## src/rtl/sprite_pkg.sv

```systemverilog
// Shared constants and types for the sprite ROM blitter.
package sprite_pkg;

   localparam int unsigned SPR_W  = 80;
   localparam int unsigned SPR_H  = 60;
   localparam int unsigned ADDR_W = 13;
   localparam int unsigned PIX_W  = 4;
   localparam int unsigned SCR_W  = 640;
   localparam int unsigned SCR_H  = 480;
   localparam int unsigned COL_W  = $clog2(SPR_W);
   localparam int unsigned ROW_W  = $clog2(SPR_H);

   localparam logic [PIX_W-1:0]  TRANSPARENT = '0;
   localparam logic [ADDR_W-1:0] LAST_ADDR   = ADDR_W'(SPR_W * SPR_H - 1);

   typedef enum logic [1:0] {IDLE, FETCH, DRAIN, DONE} blit_state_t;

   typedef struct packed {
      logic [9:0]       x;
      logic [8:0]       y;
      logic [PIX_W-1:0] data;
      logic             vis;
   } blit_pix_t;

   function automatic logic on_screen(input logic [10:0] x, input logic [9:0] y);
      return (x < 11'(SCR_W)) && (y < 10'(SCR_H));
   endfunction

endpackage

```

## src/rtl/blit_skid_buf.sv

```systemverilog
// One-entry skid register between the ROM data stage and the pixel output stage.
module blit_skid_buf
   import sprite_pkg::*;
(
   input  logic      clk_i,
   input  logic      rst_ni,
   input  logic      in_valid_i,
   input  blit_pix_t in_pix_i,
   output logic      in_ready_o,
   output logic      out_valid_o,
   output blit_pix_t out_pix_o,
   input  logic      out_ready_i
);

   logic      full_q, full_d;
   blit_pix_t pix_q, pix_d;

   always_comb begin
      full_d = full_q;
      pix_d  = pix_q;
      if (full_q) begin
         if (out_ready_i) begin
            full_d = 1'b0;
         end
      end else if (in_valid_i && !out_ready_i) begin
         full_d = 1'b1;
         pix_d  = in_pix_i;
      end
   end

   // A held entry always goes out ahead of anything new from the ROM.
   assign in_ready_o  = !full_q;
   assign out_valid_o = full_q || in_valid_i;
   assign out_pix_o   = full_q ? pix_q : in_pix_i;

   always_ff @(posedge clk_i or negedge rst_ni) begin
      if (!rst_ni) begin
         full_q <= 1'b0;
         pix_q  <= '0;
      end else begin
         full_q <= full_d;
         pix_q  <= pix_d;
      end
   end

endmodule

```

## src/rtl/sprite_blit_reader.sv

```systemverilog
// Walks the sprite ROM in raster order and emits clipped, non-transparent pixel writes
// toward the frame buffer, tolerating backpressure through a skid register.
module sprite_blit_reader
   import sprite_pkg::*;
(
   input  logic              Clk,
   input  logic              Reset_n,
   input  logic              start,
   input  logic [9:0]        pos_x,
   input  logic [8:0]        pos_y,
   output logic              busy,
   output logic              done,
   output logic [ADDR_W-1:0] rom_addr,
   input  logic [PIX_W-1:0]  rom_data,
   output logic              fb_we,
   output logic [9:0]        fb_x,
   output logic [8:0]        fb_y,
   output logic [PIX_W-1:0]  fb_data,
   input  logic              fb_ready
);

   localparam logic [ADDR_W-1:0] PRE_LAST = LAST_ADDR - 1'b1;

   blit_state_t       state_q, state_d;
   logic [9:0]        pos_x_q, pos_x_d;
   logic [8:0]        pos_y_q, pos_y_d;
   logic [ADDR_W-1:0] addr_q, addr_d;
   logic [ROW_W-1:0]  row_q, row_d, s2_row_q, s2_row_d;
   logic [COL_W-1:0]  col_q, col_d, s2_col_q, s2_col_d;
   logic              s1_vld_q, s1_vld_d;
   logic              s2_vld_q, s2_vld_d;
   logic              s3_vld_q, s3_vld_d;
   blit_pix_t         s3_pix_q, s3_pix_d;

   blit_pix_t         s2_pix, skid_pix;
   logic [10:0]       x_sum;
   logic [9:0]        y_sum;
   logic              stall, s3_adv, s2_ready, skid_vld, issue, drained;

   assign stall  = fb_we && !fb_ready;
   assign s3_adv = !stall;

   always_comb begin
      x_sum       = {1'b0, pos_x_q} + 11'(s2_col_q);
      y_sum       = {1'b0, pos_y_q} + 10'(s2_row_q);
      s2_pix.x    = x_sum[9:0];
      s2_pix.y    = y_sum[8:0];
      s2_pix.data = rom_data;
      s2_pix.vis  = on_screen(x_sum, y_sum) && (rom_data != TRANSPARENT);
   end

   blit_skid_buf u_skid (
      .clk_i       (Clk),
      .rst_ni      (Reset_n),
      .in_valid_i  (s2_vld_q),
      .in_pix_i    (s2_pix),
      .in_ready_o  (s2_ready),
      .out_valid_o (skid_vld),
      .out_pix_o   (skid_pix),
      .out_ready_i (s3_adv)
   );

   // While the skid is full the S2 pixel is held by leaving rom_addr on its address,
   // so the ROM keeps presenting the same data; issuing must wait until the skid empties.
   assign issue   = (state_q == FETCH) && s3_adv && s2_ready;
   assign drained = !s1_vld_q && !s2_vld_q && s2_ready && (!s3_vld_q || s3_adv);

   always_comb begin
      state_d  = state_q;
      pos_x_d  = pos_x_q;
      pos_y_d  = pos_y_q;
      addr_d   = addr_q;
      row_d    = row_q;
      col_d    = col_q;
      s1_vld_d = s1_vld_q;
      s2_vld_d = s2_vld_q;
      s2_row_d = s2_row_q;
      s2_col_d = s2_col_q;
      s3_vld_d = s3_vld_q;
      s3_pix_d = s3_pix_q;

      if (s2_ready) begin
         s2_vld_d = s1_vld_q;
         s2_row_d = row_q;
         s2_col_d = col_q;
         s1_vld_d = 1'b0;
      end

      if (s3_adv) begin
         s3_vld_d = skid_vld;
         if (skid_vld) begin
            s3_pix_d = skid_pix;
         end
      end

      unique case (state_q)
         IDLE: begin
            if (start) begin
               pos_x_d  = pos_x;
               pos_y_d  = pos_y;
               addr_d   = '0;
               row_d    = '0;
               col_d    = '0;
               s1_vld_d = 1'b1;
               state_d  = FETCH;
            end
         end
         FETCH: begin
            if (issue) begin
               addr_d   = addr_q + 1'b1;
               s1_vld_d = 1'b1;
               if (col_q == COL_W'(SPR_W - 1)) begin
                  col_d = '0;
                  row_d = row_q + 1'b1;
               end else begin
                  col_d = col_q + 1'b1;
               end
               if (addr_q == PRE_LAST) begin
                  state_d = DRAIN;
               end
            end
         end
         DRAIN: begin
            if (drained) begin
               state_d = DONE;
            end
         end
         DONE: begin
            state_d = IDLE;
         end
         default: begin
            state_d = IDLE;
         end
      endcase
   end

   always_ff @(posedge Clk or negedge Reset_n) begin
      if (!Reset_n) begin
         state_q  <= IDLE;
         pos_x_q  <= '0;
         pos_y_q  <= '0;
         addr_q   <= '0;
         row_q    <= '0;
         col_q    <= '0;
         s1_vld_q <= 1'b0;
         s2_vld_q <= 1'b0;
         s2_row_q <= '0;
         s2_col_q <= '0;
         s3_vld_q <= 1'b0;
         s3_pix_q <= '0;
      end else begin
         state_q  <= state_d;
         pos_x_q  <= pos_x_d;
         pos_y_q  <= pos_y_d;
         addr_q   <= addr_d;
         row_q    <= row_d;
         col_q    <= col_d;
         s1_vld_q <= s1_vld_d;
         s2_vld_q <= s2_vld_d;
         s2_row_q <= s2_row_d;
         s2_col_q <= s2_col_d;
         s3_vld_q <= s3_vld_d;
         s3_pix_q <= s3_pix_d;
      end
   end

   assign busy     = (state_q != IDLE);
   assign done     = (state_q == DONE);
   assign rom_addr = addr_q;
   assign fb_we    = s3_vld_q && s3_pix_q.vis;
   assign fb_x     = s3_pix_q.x;
   assign fb_y     = s3_pix_q.y;
   assign fb_data  = s3_pix_q.data;

endmodule

```

## config.mk

```make
export PLATFORM = sky130hd
export DESIGN_NAME = sprite_blit_reader
export DESIGN_NICKNAME = d
export VERILOG_FILES = /design/src/rtl/sprite_pkg.sv /design/src/rtl/blit_skid_buf.sv /design/src/rtl/sprite_blit_reader.sv
export SDC_FILE = /design/constraint.sdc
export NUM_CORES = 1
export LEC_CHECK = 0
export ABC_AREA = 1
export BUFFER_PORTS_ARGS = -buffer_cell sky130_fd_sc_hd__buf_2
export CORE_UTILIZATION = 38
export DETAILED_ROUTE_END_ITERATION = 10
export GPL_ROUTABILITY_DRIVEN = 0
export HOLD_SLACK_MARGIN = 0.05
export MAX_ROUTING_LAYER = met4
export PLACE_DENSITY = 0.68
export SLEW_MARGIN = 15
export SYNTH_ARGS = -nofsm -noshare
export SYNTH_HDL_FRONTEND = slang
export SYNTH_SLANG_ARGS = --single-unit
export TNS_END_PERCENT = 1
```

## constraint.sdc

```tcl
create_clock -name Clk -period 5.3 [get_ports Clk]
set_clock_uncertainty 0.2 [all_clocks]
set_input_delay 0.795 -clock Clk [delete_from_list [all_inputs] [get_ports Clk]]
set_output_delay 0.795 -clock Clk [all_outputs]
set_load 0.01 [all_outputs]
```

# Word level (Yosys, flattened, before mapping)
# Index checks and enable logic that the tools add are counted.
[totals] ff_bits=112 elab_cells=91
[op_classes] n_addsub=5 n_lt_le_gt_ge=2 eq_ne=10 muxes=24 n_bitwise=2 n_reduce_logical=28
[op_table] operator="13-bit two-way mux" count=2
[op_table] operator="13-bit case mux with 2 select lines" count=1
[op_table] operator="24-bit two-way mux" count=1
[op_table] operator="7-bit two-way mux" count=3
[op_table] operator="6-bit two-way mux" count=3
[op_table] operator="7-bit case mux with 2 select lines" count=1
[op_table] operator="13-bit by 1-bit adder with 13-bit output (second input constant)" count=1
[op_table] operator="13-bit equality test (second input constant)" count=1
[op_table] operator="6-bit case mux with 2 select lines" count=1
[op_table] operator="10-bit by 7-bit adder with 11-bit output" count=1
[op_table] operator="11-bit by 10-bit < comparator with 1-bit output (second input constant)" count=1
[op_table] operator="9-bit by 6-bit adder with 10-bit output" count=1
[op_table] operator="1-bit logical AND" count=10
[op_table] operator="10-bit by 9-bit < comparator with 1-bit output (second input constant)" count=1
[op_table] operator="2-bit two-way mux" count=4
[op_table] operator="2-bit case mux with 4 select lines" count=1
[op_table] operator="4-bit AND reduction" count=2
[op_table] operator="7-bit by 1-bit adder with 7-bit output (second input constant)" count=1
[op_table] operator="7-bit equality test (second input constant)" count=1
[op_table] operator="6-bit by 1-bit adder with 6-bit output (second input constant)" count=1
[op_table] operator="1-bit logical NOT" count=6
[op_table] operator="1-bit two-way mux" count=6
[op_table] operator="2-bit != test (second input constant)" count=3
[op_table] operator="2-bit AND reduction" count=3
[op_table] operator="10 further kinds" count=15

# Longest topological paths before layout
# Gate-level depths: netlist (run 1).
[logic_depth] ltp_word=7 mapped_depth=15

# Modules after synthesis
# From an unflattened synthesis (run 1), not the netlist that was laid out.
[unflattened] hier_cells=730 area_unflattened_um2=6213.5
[by_module_without_submodules] mod="sprite_blit_reader" instances=1 cells_each=540 area_per_inst_um2=4848.4
[by_module_without_submodules] mod="blit_skid_buf" instances=1 cells_each=190 area_per_inst_um2=1365.1

# Least setup slack after synthesis (run 1)
# OpenSTA, ideal clock, no wires.
[synth_timing] path_kind="input to register" start="input fb_ready" end="register addr_q[7], in the netlist rom_addr[7]" setup_ns=0.120 t_arrival_ns=1.715 required_ns=4.980 path_slack_ns=3.265 stages=11 n_path_buf=0 cell_sequence="inv_1 nand3_2 nand3_2 nand2_1 nand2_2 nor2_8 nand3_1 nor2_1 nand2_1 o21ai_0 nor2_1"
[synth_between] elab_chain_len=7
[synth_lines] element="start, declared" line="sprite_blit_reader.sv:19" source="input logic fb_ready"
[synth_lines] element="1-bit logical NOT" line="sprite_blit_reader.sv:40" source="assign stall = fb_we && !fb_ready;"
[synth_lines] element="1-bit logical AND" line="sprite_blit_reader.sv:40"
[synth_lines] element="1-bit logical NOT" line="sprite_blit_reader.sv:41" source="assign s3_adv = !stall;"
[synth_lines] element="1-bit logical AND (2 in a row)" line="sprite_blit_reader.sv:65" source="assign issue = (state_q == FETCH) && s3_adv && s2_ready;"
[synth_lines] element="2-bit != test (no source line)"
[synth_lines] element="3-bit AND reduction (no source line)"
[synth_lines] element="end signal, assigned" line="sprite_blit_reader.sv:155" source="addr_q <= addr_d;"
[synth_lines] element="end, declared" line="sprite_blit_reader.sv:27" source="logic [ADDR_W-1:0] addr_q, addr_d;"
# Every way passes these cells.
# A chain may end at the register's enable or synchronous reset.

# Worst setup path after layout (run 1)
[layout_timing] start="register state_q[1]" end="register addr_q[8], in the netlist rom_addr[8]"
[layout_between] elab_chain_len=5 word_cells_on_any_way=9 classes_between="3 x eq/ne; 1 x mux; 5 x reduce/logical"
[layout_lines] element="start, declared" line="sprite_blit_reader.sv:24" source="blit_state_t state_q, state_d;"
[layout_lines] element="start signal, assigned" line="sprite_blit_reader.sv:152" source="state_q <= state_d;"
[layout_lines] element="2-bit by 1-bit equality test with 1-bit output" line="sprite_blit_reader.sv:65, sprite_blit_reader.sv:96"
[layout_lines] element="1-bit logical AND (2 in a row)" line="sprite_blit_reader.sv:65"
[layout_lines] element="2-bit != test (no source line)"
[layout_lines] element="3-bit AND reduction (no source line)"
# Several ways; a longest one is shown, not always the timed one.

==> qor.log, run 1 <==
[sta] final setup violation count 0
[sta] setup_tns 0 ns
[placement] number of buffer cells added on primary ports 65
[critical_path] highest cell delay on the worst timing path 0.60 ns
[layout] post-layout utilization of the core 43.1%
[floorplan] placeable core region 15,100 um2
[worst_hold_path] hold endpoint fb_x[6]
[layout] summed area of non-filler cells in the final layout 6520 um2
[floorplan] count of standard-cell rows 45
[synth] Area contributors post-synth sky130_fd_sc_hd__dfrtp_1 (48%), sky130_fd_sc_hd__nand2_1 (11%), sky130_fd_sc_hd__o21ai_0 (5.0%)
[critical_path] endpoint of the worst-slack reg-to-reg timing path rom_addr[8]
[synth] synthesized netlist net count 758
[layout] area taken by flip-flops and latches 2800 um2
[clock_network] Post-CTS Resized 0
[sta] actual slew at the worst max-slew pin 1.01 ns
[critical_path] Setup crit start kind flip-flop
[layout] Area Growth Syn to Fin 11.2%
[power_and_ir_drop] sequential share of power 39.7%
[drt] routed length per instance 13.4 um
[global_routing] largest net degree at the start of global routing 77
[flow_run] maxcap violations 0
[critical_path] logic depth of the worst register-to-register path 7
[drt] via-per-instance ratio 4.92
[critical_path] cells along the critical path inv_1 -> ha_1 -> nand2_1 -> nor2_1 -> inv_1 -> nand2_1 -> a21oi_1
[drt] number of DRC markers in iteration 0 356
[sta] RSZ-0062 raised after global routing no
[floorplan] Ports 66
[global_routing] vias in the first global route 4,335
[critical_path] Crit Reg-Reg Startpoint state_q[1]
[synth] total of warnings raised by yosys 0
[critical_path] critical setup path kind flip-flop to flip-flop
[clock_network] number of buffers on the longest clock path 2
[sta] min Tclk post-route 2.56 ns
[floorplan] Die Outline Area 15,900 um2
[drt] DRC 0
[floorplan] width of the die 126 um
[critical_path] critical path endpoint category flip-flop
[sta] smallest hold slack 0.275 ns
[floorplan] initial cell density of the core 38.7%
[clock_network] H-tree depth reported by CTS 3
[synth] Syn Inst Count 707
[clock_network] Post-CTS Hold Fix Bufs 0
[layout] fillers 1,512
[drt] count of nets left with antenna violations after detail routing 0
[synth] Synth Register Bits 112
[power_and_ir_drop] logic gate share of total power 38.3%
[clock_network] CTS tree done
[clock_network] Clock Latency Late Sink 0.35 ns
[power_and_ir_drop] Clock Power Share 21.9%
[floorplan] die extent in y 126 um
[synth] proportion of netlist area held by the largest area contributor 47.8%
[power_and_ir_drop] Design Power 3430 uW
[sta] worst-case headroom to the max-slew limit 32.4%
[global_routing] combined global-route utilization of all metal layers 17.4%
[clock_network] clock buffer count from CTS 9
[power_and_ir_drop] Internal Power 2100 uW
[global_routing] global-route wire length before repair 21.4 mm
[layout] share of layout cells above drive strength 1 14.7%
[critical_path] critical-path maximum fanout 27
[layout] commonest non-fill, non-tap cell in the layout sky130_fd_sc_hd__nand2_1
[layout] highest-count cells in the layout ignoring fill and taps sky130_fd_sc_hd__nand2_1 (174), sky130_fd_sc_hd__dfrtp_1 (112), sky130_fd_sc_hd__inv_1 (75)
[power_and_ir_drop] leak pwr 0.00327 uW
[power_and_ir_drop] Net Switching 1330 uW
[drt] detailed-route via count 4,601
[sta] final count of hold timing violations 0
[clock_network] clock net sink count 112
[global_routing] initial antenna violation count 0
[sta] Fmax achieved 391 MHz
[synth] synth unique cells 37
[critical_path] flop-to-flop setup slack 2.74 ns
[critical_path] critical path's slowest cell sky130_fd_sc_hd__nand2_1
[layout] Antenna Diode Count 0
[clock_network] setup repair bufs after CTS 0
[status] result of the run finished, final reports clean
[power_and_ir_drop] Max rail drop VDD 0.226 mV
[clock_network] Clk pin slew, worst setup/hold paths 0.07 ns
[synth] per-instance average area after synthesis 8.29 um2
[critical_path] critical path data required time 5.34 ns
[global_routing] total gr overflow 0
[drt] number of detailed-route iterations in the first pass 4
[sta] post-route clock period utilization 48.2%
[critical_path] Critical Path AT 2.60 ns
[layout] Layout Nets 793
[synth] sequential cell area fraction in the yosys report 47.8%
[worst_hold_path] type of the tightest min-delay check flip-flop to flip-flop
[sta] count of final max-slew check failures 0
[placement] dpl hpwl 8.96 mm
[worst_hold_path] origin of the worst min-delay path fb_x[6]
[synth] leading area contributor after synthesis sky130_fd_sc_hd__dfrtp_1
[power_and_ir_drop] Sw Ratio 38.7%
[worst_hold_path] cell depth of the worst hold path 2
[clock_network] buffer type at the clock tree root sky130_fd_sc_hd__clkbuf_16
[placement] cell area after placement 6190 um2
[synth] Netlist Area Pre-Place 5860 um2
[layout] area used by multi-input combinational logic 2500 um2
[power_and_ir_drop] power density over the cells 525 nW/um2
[drt] wirelength, routed 12.6 mm
-- worst max-delay path by stage --
stage	slack, ns	cells after the start	to	from
after floorplan	3.27	11	rom_addr[7]	fb_ready
after global placement	2.62	6	rom_addr[2]	start
after detailed placement	2.56	6	rom_addr[4]	start
after CTS	2.70	7	rom_addr[2]	state_q[0]
after global routing	2.48	7	rom_addr[2]	state_q[0]
final	2.74	7	rom_addr[8]	state_q[1]
-- final cells by class --
type / count / area share [%]
sequential: 112 / 43.0
multi-input combinational: 473 / 38.4
timing repair buffer: 69 / 5.49
inverter: 77 / 4.43
clock buffer: 12 / 3.93
tap: 188 / 3.61
clock inverter: 4 / 1.17
-- worst max-delay path: cells and delay by family (launching register included) --
kind,cells,cell delay [ns]
AOI/OAI and AO/OA,1,0.07
and+or+nand+nor,3,1.15
buffers and inverters,2,0.38
adders and majority gates,1,0.24
DFF,1,0.41
-- Yosys cell counts, drive strengths merged --
| cell type | number |
|---|---|
| a21boi | 2 |
| a21oi | 42 |
| a31oi | 11 |
| buf | 31 |
| clkbuf | 14 |
| dfrtp | 112 |
| fa | 2 |
| ha | 22 |
| inv | 77 |
| mux2 | 12 |
| nand2 | 177 |
| nand3 | 35 |
| nand3b | 1 |
| nand4 | 8 |
| nor2 | 63 |
| nor3 | 12 |
| nor4 | 2 |
| o211ai | 2 |
| o21a | 7 |
| o21ai | 60 |
| o22ai | 1 |
| o31ai | 2 |
| or2 | 1 |
| xnor2 | 3 |
| xor2 | 8 |
-- cells by family (layout without fill, tap and decap cells) --
family | Yosys count | after routing | share of synthesized area, %
and+or+nand+nor | 299 | 299 | 21.6
AOI/OAI and AO/OA | 127 | 127 | 11.7
buffers and inverters | 122 | 162 | 9.54
DFF | 112 | 112 | 47.8
adders and majority gates | 24 | 24 | 5.38
muxes | 12 | 12 | 2.30
xor gates and xnor gates | 11 | 11 | 1.64
-- power groups by stage --
stage,registers [uW],clock network (uW),logic (uW)
3_3_place_gp,1370,0,1300
6_report,1360,751,1310
3_5_place_dp,1380,0,1320
4_1_cts,1360,766,1330
2_1_floorplan,1330,0,1070
5_1_grt,1410,798,1500
-- registers in the layout, summed over array words and instances, names as in the netlist --
name / flops
u_skid.pix_q: 24
rom_addr: 13
fb_x: 10
pos_x_q: 10
fb_y: 9
pos_y_q: 9
col_q: 7
s2_col_q: 7
row_q: 6
s2_row_q: 6
fb_data: 4
state_q: 2
s1_vld_q: 1
s2_vld_q: 1
s3_pix_q: 1
s3_vld_q: 1
u_skid.full_q: 1
-- metal layers --
metal,vias to the layer above,GRT usage [%],routed length (um)
met5,-,-,0
met4,0,4.04,91
met3,8,3.91,560
met2,100,26.6,5700
met1,2146,23.5,6210
li1,2347,-,-
-- per-stage QoR --
step | cells | setup WS [ns]
6_report | 935 | 2.74
3_5_place_dp | 919 | 2.56
5_1_grt | 935 | 2.48
2_1_floorplan | 707 | 3.27
4_1_cts | 935 | 2.70
3_3_place_gp | 919 | 2.62
No activity file was read; power rests on OpenSTA's default activity.
==> inputs of run 2 (changes only) <==
- clock period: 5.3 -> 2.6 ns (I/O delays scaled with it)
==> run 2 against run 1 <==
  * Register-to-register slack got worse by 2.4 ns
  * Sequential power increased by 100%
  * Worst setup slack got worse by 2.4 ns
  * Global-route usage increased by 0.17 points
  * First-iteration DRC count increased by 9.0%
  * Largest cell class unchanged
  * Largest power group unchanged
==> qor.log, run 2 (synthesized netlist as in run 1, its figures left out) <==
[placement] dpl hpwl 9.09 mm [was 8.96 mm]
[floorplan] count of standard-cell rows 45 [unchanged]
[floorplan] initial cell density of the core 38.7% [unchanged]
[critical_path] Setup crit start kind flip-flop [unchanged]
[floorplan] Die Outline Area 15,900 um2 [unchanged]
[global_routing] initial antenna violation count 0 [unchanged]
[sta] post-layout worst setup margin 0.387 ns [was 2.74 ns]
[sta] min Tclk post-route 2.21 ns [was 2.56 ns]
[global_routing] global-route wire length before repair 21.6 mm [was 21.4 mm]
[sta] final setup violation count 0 [unchanged]
[clock_network] buffer type at the clock tree root sky130_fd_sc_hd__clkbuf_16 [unchanged]
[sta] count of final max-slew check failures 0 [unchanged]
[critical_path] highest cell delay on the worst timing path 0.41 ns [was 0.60 ns]
[worst_hold_path] type of the tightest min-delay check primary input to flip-flop [was flip-flop to flip-flop]
[critical_path] Critical Path AT 2.30 ns [was 2.60 ns]
[drt] number of detailed-route iterations in the first pass 5 [was 4]
[critical_path] critical path endpoint category flip-flop [unchanged]
[clock_network] clock net sink count 112 [unchanged]
[clock_network] H-tree depth reported by CTS 3 [unchanged]
[layout] commonest non-fill, non-tap cell in the layout sky130_fd_sc_hd__nand2_1 [unchanged]
[drt] wirelength, routed 12.4 mm [was 12.6 mm]
[clock_network] Clock Latency Late Sink 0.36 ns [was 0.35 ns]
[floorplan] die extent in y 126 um [unchanged]
[critical_path] critical path's slowest cell sky130_fd_sc_hd__dfrtp_1 [was sky130_fd_sc_hd__nand2_1]
[sta] RSZ-0062 raised after global routing no [unchanged]
[floorplan] placeable core region 15,100 um2 [unchanged]
[layout] post-layout utilization of the core 43.2% [was 43.1%]
[sta] setup_tns 0 ns [unchanged]
[critical_path] buffers plus inverters on the worst setup path 1 [was 2]
[layout] post-route insts no fill 940 [was 935]
[flow_run] maxcap violations 0 [unchanged]
[critical_path] cells along the critical path inv_1 -> ha_1 -> nand3_2 -> nand2_1 -> nand2_2 -> nor2_8 -> nand2_4 -> nor3_2 -> nand2_1 -> nand2_1 -> nand2_1 -> nor2_1 [was inv_1 -> ha_1 -> nand2_1 -> nor2_1 -> inv_1 -> nand2_1 -> a21oi_1]
[critical_path] critical-path maximum fanout 16 [was 27]
[drt] via-per-instance ratio 4.84 [was 4.92]
[layout] Antenna Diode Count 0 [unchanged]
[power_and_ir_drop] Max rail drop VDD 0.466 mV [was 0.226 mV]
[sta] actual slew at the worst max-slew pin 0.522 ns [was 1.01 ns]
[layout] most flop-heavy register u_skid.pix_q [unchanged]
[layout] highest-count cells in the layout ignoring fill and taps sky130_fd_sc_hd__nand2_1 (174), sky130_fd_sc_hd__dfrtp_1 (112), sky130_fd_sc_hd__inv_1 (75) [unchanged]
[power_and_ir_drop] power density over the cells 1050 nW/um2 [was 525 nW/um2]
[clock_network] Post-CTS Resized 0 [unchanged]
[status] result of the run finished, final reports clean [unchanged]
[placement] number of buffer cells added on primary ports 65 [unchanged]
[layout] number of flip-flops in the largest register 24 [unchanged]
[drt] count of nets left with antenna violations after detail routing 0 [unchanged]
[floorplan] width of the die 126 um [unchanged]
[clock_network] setup repair bufs after CTS 0 [unchanged]
[clock_network] clock buffer count from CTS 9 [unchanged]
[drt] routed length per instance 13.2 um [was 13.4 um]
[power_and_ir_drop] Design Power 6880 uW [was 3430 uW]
[global_routing] largest net degree at the start of global routing 57 [was 77]
[global_routing] vias in the first global route 4,395 [was 4,335]
[global_routing] total gr overflow 0 [unchanged]
[sta] worst-case headroom to the max-slew limit 65.2% [was 32.4%]
[sta] Fmax achieved 452 MHz [was 391 MHz]
[drt] DRC 0 [unchanged]
[drt] detailed-route via count 4,553 [was 4,601]
[clock_network] Clk pin slew, worst setup/hold paths 0.07 ns [about the same]
[critical_path] critical setup path kind flip-flop to flip-flop [unchanged]
[floorplan] Ports 66 [unchanged]
[sta] post-route clock period utilization 85.1% [was 48.2%]
[critical_path] critical path data required time 2.69 ns [was 5.34 ns]
[layout] share of layout cells above drive strength 1 15.0% [was 14.7%]
[sta] final count of hold timing violations 0 [unchanged]
[clock_network] CTS tree done [unchanged]
[layout] Area Growth Syn to Fin 11.5% [was 11.2%]
[clock_network] Post-CTS Hold Fix Bufs 1 [was 0]
[global_routing] combined global-route utilization of all metal layers 17.6% [was 17.4%]
[critical_path] Most Frequent Cell on Critical Path sky130_fd_sc_hd__nand2_1
[drt] number of DRC markers in iteration 0 388 [was 356]
[placement] Post-Place Setup Slack 0.349 ns [was 2.56 ns]
[critical_path] family with the most delay on the worst path simple AND/OR/NAND/NOR gates [unchanged]
[power_and_ir_drop] leak pwr 0.00328 uW [was 0.00327 uW]
[placement] Cell Count Post-Placement 923 [was 919]
[clock_network] number of buffers on the longest clock path 2 [unchanged]
[layout] Layout Nets 798 [was 793]
-- run 2: cell types whose count changed in the layout (fill, tap and decap cells not counted) --
cell	change
sky130_fd_sc_hd__buf_12	+1
sky130_fd_sc_hd__clkbuf_1	+1
sky130_fd_sc_hd__dlygate4sd3_1	+1
sky130_fd_sc_hd__bufinv_16	-1
sky130_fd_sc_hd__clkinv_2	+1
sky130_fd_sc_hd__inv_6	+1
sky130_fd_sc_hd__clkbuf_8	-1
sky130_fd_sc_hd__buf_4	+3
sky130_fd_sc_hd__clkinvlp_4	-1
-- run 2: where the power goes --
| group | leakage [uW] | total (uW) | internal [uW] | switching (uW) |
|---|---|---|---|---|
| clock network | 0.000147 | 1400 | 778 | 623 |
| logic | 0.00173 | 2690 | 1030 | 1660 |
| registers | 0.00141 | 2780 | 2370 | 411 |
| total | 0.00328 | 6880 | 4180 | 2700 |
-- run 2: path summary, 6_finish.rpt --
path / from / to / slack (ns) / cells after the start
max: state_q[1] / row_q[4] / 0.39 / 12
min: pos_x[6] / pos_x_q[6] / 0.07 / 2
max reg2reg: state_q[1] / row_q[4] / 0.39 / 12
min reg2reg: u_skid.pix_q[16] / u_skid.pix_q[16] / 0.28 / 2
max in group asynchronous: Reset_n / fb_data[0] / 1.19 / 3
min in group asynchronous: Reset_n / fb_y[3] / 0.32 / 2
-- run 2: layout make-up --
class	count	area, um2
fillers	1490	8600
flip-flops and latches	112	2800
multi-input cells	473	2500
repair buffers	74	410
inverters	77	289
clock buffers	12	246
well taps	188	235
clock inverters	4	52.6
-- run 2: metrics by stage --
step / area [um2] / hold WS (ns)
after CTS: 6540 / 0.0628
after detailed placement: 6230 / 0.170
final: 6540 / 0.0713
after global placement: 6230 / 0.167
after global routing: 6540 / 0.0729
after floorplan: 5860 / -0.106
-- run 2: routing by layer --
metal	GRT usage, %	share of wire (%)
met1	23.4	49
met2	27.0	45
met3	3.31	4.5
met4	5.74	1.3
met5	-	0
